==> src/rtl/can_tx_frame_serializer.sv <==
// can_tx_frame_serializer
//   Transmit-side CAN frame engine. Latches a frame on start and serializes it
//   as SOF, arbitration, control, data, CRC-15, delimiters and EOF. It inserts
//   stuff bits, watches for lost arbitration and samples the ACK slot. One bit,
//   stuff bits included, is driven on the cycle after each tx_point strobe.
// Ports
//   clk, rst_n        clock, synchronous active-low reset
//   tx_point          strobe: drive the next bit on tx
//   sample_point      strobe: rx holds the bus level of the current bit
//   rx                sampled bus level (0 = dominant)
//   start             frame request, accepted only while idle
//   ide, rtr, id,
//   dlc, data         frame contents, latched on acceptance
//   tx                bus drive (1 = recessive)
//   busy              frame in progress
//   done              1-cycle pulse once the last EOF bit has been ended
//   ack_ok            ACK slot was sampled dominant (meaningful with done)
//   arb_lost          1-cycle pulse when arbitration is lost
module can_tx_frame_serializer #(
    parameter int EOF_BITS    = 7,
    parameter int STUFF_LIMIT = 5
) (
    input  logic        clk,
    input  logic        rst_n,
    input  logic        tx_point,
    input  logic        sample_point,
    input  logic        rx,
    input  logic        start,
    input  logic        ide,
    input  logic        rtr,
    input  logic [28:0] id,
    input  logic [3:0]  dlc,
    input  logic [63:0] data,
    output logic        tx,
    output logic        busy,
    output logic        done,
    output logic        ack_ok,
    output logic        arb_lost
);
    localparam int            RW      = $clog2(STUFF_LIMIT + 1);
    localparam logic [RW-1:0] RUN_MAX = RW'(STUFF_LIMIT);
    localparam logic [RW-1:0] RUN_ONE = RW'(1);
    localparam logic [6:0]    EOF_N   = 7'(EOF_BITS);

    typedef enum logic [3:0] {
        S_IDLE, S_SOF, S_ARB, S_CTRL, S_DATA, S_CRC,
        S_CRC_DEL, S_ACK_SLOT, S_ACK_DEL, S_EOF
    } state_t;

    // state_q names the field of the NEXT bit to drive; cur_*_q describe the
    // bit currently on tx, which is what sample_point refers to.
    state_t        state_q, state_d;
    logic          tx_q, tx_d;
    logic          done_q, done_d;
    logic          ack_q, ack_d;
    logic          arbl_q, arbl_d;
    logic          ide_q, ide_d;
    logic [31:0]   arb_q, arb_d;      // arbitration bits, MSB first
    logic [5:0]    ctrl_q, ctrl_d;    // control bits, MSB first
    logic [63:0]   data_q, data_d;
    logic [6:0]    dbits_q, dbits_d;  // number of data bits to send
    logic [14:0]   crc_q, crc_d;
    logic [6:0]    cnt_q, cnt_d;      // bit index inside the current field
    logic [RW-1:0] run_q, run_d;      // length of current equal-bit run
    logic          last_q, last_d;
    logic          cur_arb_q, cur_arb_d;
    logic          cur_ack_q, cur_ack_d;

    logic       fbit, do_crc, do_run;
    logic [6:0] arb_last, ctrl_last;

    function automatic logic [14:0] crc_step(input logic [14:0] c, input logic b);
        logic fb;
        fb = b ^ c[14];
        crc_step = {c[13:0], 1'b0} ^ (fb ? 15'h4599 : 15'h0000);
    endfunction

    assign arb_last  = ide_q ? 7'd31 : 7'd12;
    assign ctrl_last = ide_q ? 7'd5  : 7'd4;

    always_comb begin
        state_d   = state_q;
        tx_d      = tx_q;
        done_d    = 1'b0;
        ack_d     = ack_q;
        arbl_d    = 1'b0;
        ide_d     = ide_q;
        arb_d     = arb_q;
        ctrl_d    = ctrl_q;
        data_d    = data_q;
        dbits_d   = dbits_q;
        crc_d     = crc_q;
        cnt_d     = cnt_q;
        run_d     = run_q;
        last_d    = last_q;
        cur_arb_d = cur_arb_q;
        cur_ack_d = cur_ack_q;
        fbit      = 1'b1;
        do_crc    = 1'b0;
        do_run    = 1'b0;

        if (state_q == S_IDLE) begin
            // A start coinciding with the done pulse is dropped.
            if (start && !done_q) begin
                state_d   = S_SOF;
                ide_d     = ide;
                arb_d     = ide ? {id[28:18], 1'b1, 1'b1, id[17:0], rtr}
                                : {id[10:0], rtr, 1'b0, 19'd0};
                ctrl_d    = ide ? {2'b00, dlc} : {1'b0, dlc, 1'b0};
                data_d    = data;
                dbits_d   = rtr ? 7'd0 : ((dlc > 4'd8) ? 7'd64 : {dlc, 3'b000});
                crc_d     = '0;
                cnt_d     = '0;
                run_d     = '0;
                last_d    = 1'b0;
                ack_d     = 1'b0;
                cur_arb_d = 1'b0;
                cur_ack_d = 1'b0;
            end
        end else if (sample_point && cur_arb_q && tx_q && !rx) begin
            // Lost arbitration beats a tx_point in the same cycle.
            arbl_d    = 1'b1;
            tx_d      = 1'b1;
            state_d   = S_IDLE;
            cur_arb_d = 1'b0;
            cur_ack_d = 1'b0;
        end else begin
            if (sample_point && cur_ack_q)
                ack_d = ~rx;
            if (tx_point) begin
                cur_arb_d = 1'b0;
                cur_ack_d = 1'b0;
                if (run_q == RUN_MAX && state_q inside {S_ARB, S_CTRL, S_DATA, S_CRC, S_CRC_DEL}) begin
                    // Stuff bit; it belongs to the field whose bit comes next.
                    tx_d      = ~last_q;
                    last_d    = ~last_q;
                    run_d     = (state_q == S_CRC_DEL) ? '0 : RUN_ONE;
                    cur_arb_d = (state_q == S_ARB);
                end else begin
                    case (state_q)
                        S_SOF: begin
                            fbit    = 1'b0;
                            do_crc  = 1'b1;
                            do_run  = 1'b1;
                            state_d = S_ARB;
                            cnt_d   = '0;
                        end
                        S_ARB: begin
                            fbit      = arb_q[31];
                            arb_d     = {arb_q[30:0], 1'b0};
                            do_crc    = 1'b1;
                            do_run    = 1'b1;
                            cur_arb_d = 1'b1;
                            if (cnt_q == arb_last) begin
                                state_d = S_CTRL;
                                cnt_d   = '0;
                            end else begin
                                cnt_d = cnt_q + 7'd1;
                            end
                        end
                        S_CTRL: begin
                            fbit   = ctrl_q[5];
                            ctrl_d = {ctrl_q[4:0], 1'b0};
                            do_crc = 1'b1;
                            do_run = 1'b1;
                            if (cnt_q == ctrl_last) begin
                                state_d = (dbits_q == 7'd0) ? S_CRC : S_DATA;
                                cnt_d   = '0;
                            end else begin
                                cnt_d = cnt_q + 7'd1;
                            end
                        end
                        S_DATA: begin
                            fbit   = data_q[63];
                            data_d = {data_q[62:0], 1'b0};
                            do_crc = 1'b1;
                            do_run = 1'b1;
                            if (cnt_q == dbits_q - 7'd1) begin
                                state_d = S_CRC;
                                cnt_d   = '0;
                            end else begin
                                cnt_d = cnt_q + 7'd1;
                            end
                        end
                        S_CRC: begin
                            // The CRC register doubles as the output shifter.
                            fbit   = crc_q[14];
                            crc_d  = {crc_q[13:0], 1'b0};
                            do_run = 1'b1;
                            if (cnt_q == 7'd14) begin
                                state_d = S_CRC_DEL;
                                cnt_d   = '0;
                            end else begin
                                cnt_d = cnt_q + 7'd1;
                            end
                        end
                        S_CRC_DEL:  state_d = S_ACK_SLOT;
                        S_ACK_SLOT: begin
                            state_d   = S_ACK_DEL;
                            cur_ack_d = 1'b1;
                        end
                        S_ACK_DEL: begin
                            state_d = S_EOF;
                            cnt_d   = '0;
                        end
                        S_EOF: begin
                            // This tx_point ends the last EOF bit.
                            if (cnt_q == EOF_N) begin
                                state_d = S_IDLE;
                                done_d  = 1'b1;
                            end else begin
                                cnt_d = cnt_q + 7'd1;
                            end
                        end
                        default: ;
                    endcase
                    tx_d = fbit;
                    if (do_crc)
                        crc_d = crc_step(crc_q, fbit);
                    if (do_run) begin
                        run_d  = (run_q != '0 && fbit == last_q) ? run_q + RUN_ONE : RUN_ONE;
                        last_d = fbit;
                    end else begin
                        run_d = '0;
                    end
                end
            end
        end
    end

    always_ff @(posedge clk) begin
        if (!rst_n) begin
            state_q   <= S_IDLE;
            tx_q      <= 1'b1;
            done_q    <= 1'b0;
            ack_q     <= 1'b0;
            arbl_q    <= 1'b0;
            ide_q     <= 1'b0;
            arb_q     <= '0;
            ctrl_q    <= '0;
            data_q    <= '0;
            dbits_q   <= '0;
            crc_q     <= '0;
            cnt_q     <= '0;
            run_q     <= '0;
            last_q    <= 1'b0;
            cur_arb_q <= 1'b0;
            cur_ack_q <= 1'b0;
        end else begin
            state_q   <= state_d;
            tx_q      <= tx_d;
            done_q    <= done_d;
            ack_q     <= ack_d;
            arbl_q    <= arbl_d;
            ide_q     <= ide_d;
            arb_q     <= arb_d;
            ctrl_q    <= ctrl_d;
            data_q    <= data_d;
            dbits_q   <= dbits_d;
            crc_q     <= crc_d;
            cnt_q     <= cnt_d;
            run_q     <= run_d;
            last_q    <= last_d;
            cur_arb_q <= cur_arb_d;
            cur_ack_q <= cur_ack_d;
        end
    end

    assign tx       = tx_q;
    assign busy     = (state_q != S_IDLE);
    assign done     = done_q;
    assign ack_ok   = ack_q;
    assign arb_lost = arbl_q;

endmodule

==> config.mk <==
export PLATFORM = sky130hd
export DESIGN_NAME = can_tx_frame_serializer
export DESIGN_NICKNAME = d
export VERILOG_FILES = /design/src/rtl/can_tx_frame_serializer.sv
export SDC_FILE = /design/constraint.sdc
export NUM_CORES = 1
export LEC_CHECK = 0
export ABC_AREA = 1
export CORE_ASPECT_RATIO = 0.9
export CORE_MARGIN = 2
export CORE_UTILIZATION = 45
export DETAILED_ROUTE_END_ITERATION = 8
export GPL_TIMING_DRIVEN = 0
export PLACE_DENSITY_LB_ADDON = 0.05
export SYNTH_ARGS = -nofsm -noshare
export SYNTH_HDL_FRONTEND = slang
export SYNTH_SLANG_ARGS = --single-unit
==> constraint.sdc <==
create_clock -name clk -period 2.3 [get_ports clk]
set_clock_uncertainty 0.1 [all_clocks]
set_input_delay 0.23 -clock clk [delete_from_list [all_inputs] [get_ports clk]]
set_output_delay 0.23 -clock clk [all_outputs]
set_load 0.03 [all_outputs]
==> out/results.md <==
- **end of the worst register-to-register path** arb_q[14]
- **final routed wirelength across all metal layers** 19400 µm
- **final standard cell utilization of the core** 0.594
- **flops & latches, synth** 143
- **startpoint of the worst register-to-register path** state_q[1]
- **type of the worst min-delay path** reg2reg
- **VDD IR-drop max** 0.751 mV
- **clock insertion delay at the later pin of the skew report** 0.43 ns
- **relative area change from synthesis to final layout** 27.9%
- **maximum clock rate** 0.467 GHz
- **detailed-routing wirelength on met1** 9750 µm
- **hold wc startpoint** data_q[23]
- **post-synthesis net count** 1194
- **Worst path slowest cell** sky130_fd_sc_hd__dfxtp_1
- **remaining global-route overflow** 0
- **H-tree levels** 4
- **kind of cell with the highest combined delay on the critical path** simple AND/OR/NAND/NOR gates
- **placeable core region** 15600 µm²
- **width of the die** 138 µm
- **DRC marker count from the first detailed-route iteration** 462
- **Buffers on Ports** 107
- **internal power component** 8.07 mW
- **antenna fix cells** 0
- **startpoint types** flip-flop
- **relative contribution of sequential cells to total power** 0.243
- **top-level I/O count** 110
- **Vias** 7246
- **number of cells on the worst hold path** 2
- **largest incremental delay on the critical path** 0.46 ns
- **fraction of power spent switching nets** 0.472
- **non-filler cells in the finished layout** 1425
- **data required time of the worst path** 2.50 ns
- **worst hold slack after final layout** 0.345 ns
- **share of total power in combinational logic** 0.559
- **ratio of final minimum period to clock period** 0.931
- **initial cell density of the core** 0.464
- **cell area after synthesis** 7240 µm²
- **reg2reg path depth** 10
- **power density over the cells** 1650 nW/µm²
- **setup slack, reg-to-reg** 0.16 ns
- **antenna viol nets, final** 0
- **Power, Total** 15.3 mW
- **pin count of the biggest net entering global routing** 17
- **area fraction of the dominant cell type after synthesis** 0.395
- **met3 WL** 947 µm
- **power share of the clock group** 0.198
- **post-detail-place hpwl** 14100 µm
- **clock transition time at the flip-flop clock pins of the worst setup and hold paths** 0.06 ns
- **data arrival time at the worst-slack endpoint** 2.34 ns
- **hold_buf cts** 0
- **number of clock sinks** 143
- **CTS tree** done
- **largest buffer count on any clock path** 2
- **number of instances in the synthesized netlist** 1083
- **outcome** completed
- **shortest period the worst path allows** 2.14 ns
- **max-slew headroom at the worst pin** 0.515
- **power spent charging and discharging nets** 7.22 mW
- **cells taking the most area after synthesis** sky130_fd_sc_hd__dfxtp_1, sky130_fd_sc_hd__o21ai_0, sky130_fd_sc_hd__nand2_1, sky130_fd_sc_hd__a21oi_1, sky130_fd_sc_hd__inv_1
- **number of setup violations in the final report** 0
- **worst path bufs/invs** 3
- **post-placement cell count** 1392
- **cell at the root of the clock tree** sky130_fd_sc_hd__clkbuf_16
- **global-route wire length before repair** 31900 µm
- **Detailed Routing Iterations Pass 1** 5
- **category of the most critical setup path** reg2reg
- **drt drc** 0
- **vertical extent of the die** 124 µm
- **Site Rows** 43
- **vias per cell** 5.08
- **total CTS buffers** 17
- **per-cell routed wire length** 13.6 µm
- **crit path max fanout** 10
- **fraction of the yosys area taken by sequential cells** 0.395
- **instance area after placement** 8570 µm²
- **number of failing hold endpoints at the final stage** 0
- **post-route cell area** 9260 µm²
- **Worst setup EP type** flip-flop
- **final weighted congestion of routability-driven global placement** 0.881
- **distinct cell type count of the synthesized netlist** 36
- **initial antenna violation count** 0
- **cell taking the most area after synthesis** sky130_fd_sc_hd__dfxtp_1
- **combined global-route utilization of all metal layers** 0.231
- **via count of the first global-routing pass** 6572
- **max-cap check violation count** 0
- **unrepaired setup endpoints after global routing** false
- **length of routed met2 wiring** 8450 µm
- **fraction of final layout cells with drive strength greater than 1** 0.0760
- **warnings from Yosys** 0
- **top layer used by detailed routing** met4
- **final net count** 1322
- **worst min-delay path endpoint** data_q[23]
- **leakage power** 3.73 nW
- **Syn Area/Cell** 6.69 µm²
- **Least-Margin Pin Slew** 0.727 ns
- **cell-by-cell trace of the critical path** nor2_1 > inv_1 > nand2_1 > nor2_1 > nand2_2 > nand2_4 > inv_6 > nand2_2 > clkbuf_1 > a21oi_1
- **Final Max Tran Viols** 0
- **die outline area** 17100 µm²
-- kinds of logic (layout without fill, tap and decap cells) --
group	after synthesis	count (layout)	share of synthesized area
compound gates	370	370	0.265
xor+xnor	4	4	0.00484
fa+ha+maj	6	6	0.0104
buf+inv	222	362	0.125
flops	143	143	0.395
simple gates	338	338	0.199
-- metal layers --
layer / global-route usage / vias up
li1: - / 3782
met1: 0.331 / 3280
met2: 0.346 / 162
met3: 0.0533 / 22
met4: 0.0612 / 0
met5: 0 / -
-- cells in the mapped netlist, drive strengths merged --
master  count
a211oi      3
a21oi     139
a31oi       4
buf        20
clkbuf     42
dfxtp     143
ha          6
inv       160
nand2     231
nand3      36
nand3b      1
nand4      12
nor2       52
nor3        5
o211ai      1
o21a        1
o21ai     210
o21ba       1
o21bai      1
o22ai      10
or2         1
xor2        4
-- power by group through the flow --
stage | logic (mW) | registers (mW) | clock network [mW]
5_1_grt | 9.68 | 3.82 | 3.17
2_1_floorplan | 6.13 | 3.70 | 0
4_1_cts | 8.35 | 3.71 | 3.06
6_report | 8.55 | 3.72 | 3.03
3_3_place_gp | 8.24 | 3.74 | 0
3_5_place_dp | 8.31 | 3.76 | 0
-- registers in the layout (all words and copies together) (netlist names), 3 cells and up --
signal,cells
arb_q,32
cnt_q,7
crc_q,15
ctrl_q,6
data_q,64
dbits_q,4
run_q,3
state_q,4
-- worst max-delay path by stage --
stage	startpoint	end	slack, ns	depth (start not counted)
after floorplan	tx	data_q[10]	0.38	8
after global placement	rx	arb_q[18]	-0.38	11
after detailed placement	rx	arb_q[18]	-0.40	11
after CTS	state_q[0]	arb_q[18]	0.009	12
after global routing	state_q[1]	data_q[37]	0.003	11
final	state_q[1]	arb_q[14]	0.16	10
-- cells in the final DEF (no fill, tap or decap), types with 6 or more instances in the layout --
cell type	instances
sky130_fd_sc_hd__a21oi_1	139
sky130_fd_sc_hd__buf_2	16
sky130_fd_sc_hd__clkbuf_1	29
sky130_fd_sc_hd__clkbuf_16	17
sky130_fd_sc_hd__clkbuf_2	12
sky130_fd_sc_hd__clkdlybuf4s50_1	106
sky130_fd_sc_hd__dfxtp_1	142
sky130_fd_sc_hd__ha_1	6
sky130_fd_sc_hd__inv_1	157
sky130_fd_sc_hd__nand2_1	223
sky130_fd_sc_hd__nand3_1	35
sky130_fd_sc_hd__nand4_1	12
sky130_fd_sc_hd__nor2_1	45
sky130_fd_sc_hd__o21ai_0	205
sky130_fd_sc_hd__o22ai_1	10
-- final cells by class --
class                      instances  area (µm²)
buffer                            62         308
clock buffer                      17         425
clock inverter                    14         215
fill                            1545        6340
inverter                         160         613
multi-input combinational        718        3500
sequential                       143        2860
tap                              202         253
timing repair buffer             109        1080
-- per-stage QoR --
stage                     setup WS, ns  setup TNS [ns]
final                            0.159               0
after global routing           0.00308               0
after CTS                      0.00941               0
after detailed placement        -0.402          -22.57
after global placement          -0.384          -22.11
after floorplan                  0.380               0
-- worst register-to-register path: cells and delay by family, from the launching register on --
family          cells  cell delay [ns]
buf+inv             3             0.53
compound gates      1             0.13
flops               1             0.46
simple gates        6             0.79
-- what timing repair did --
item	4_1_cts	5_1_grt
pin swaps	0	2
setup buffers	0	2
endpoints found under the setup margin	2	98
resized for setup	3	27
Note: power is estimated with default switching activity, not from simulation.
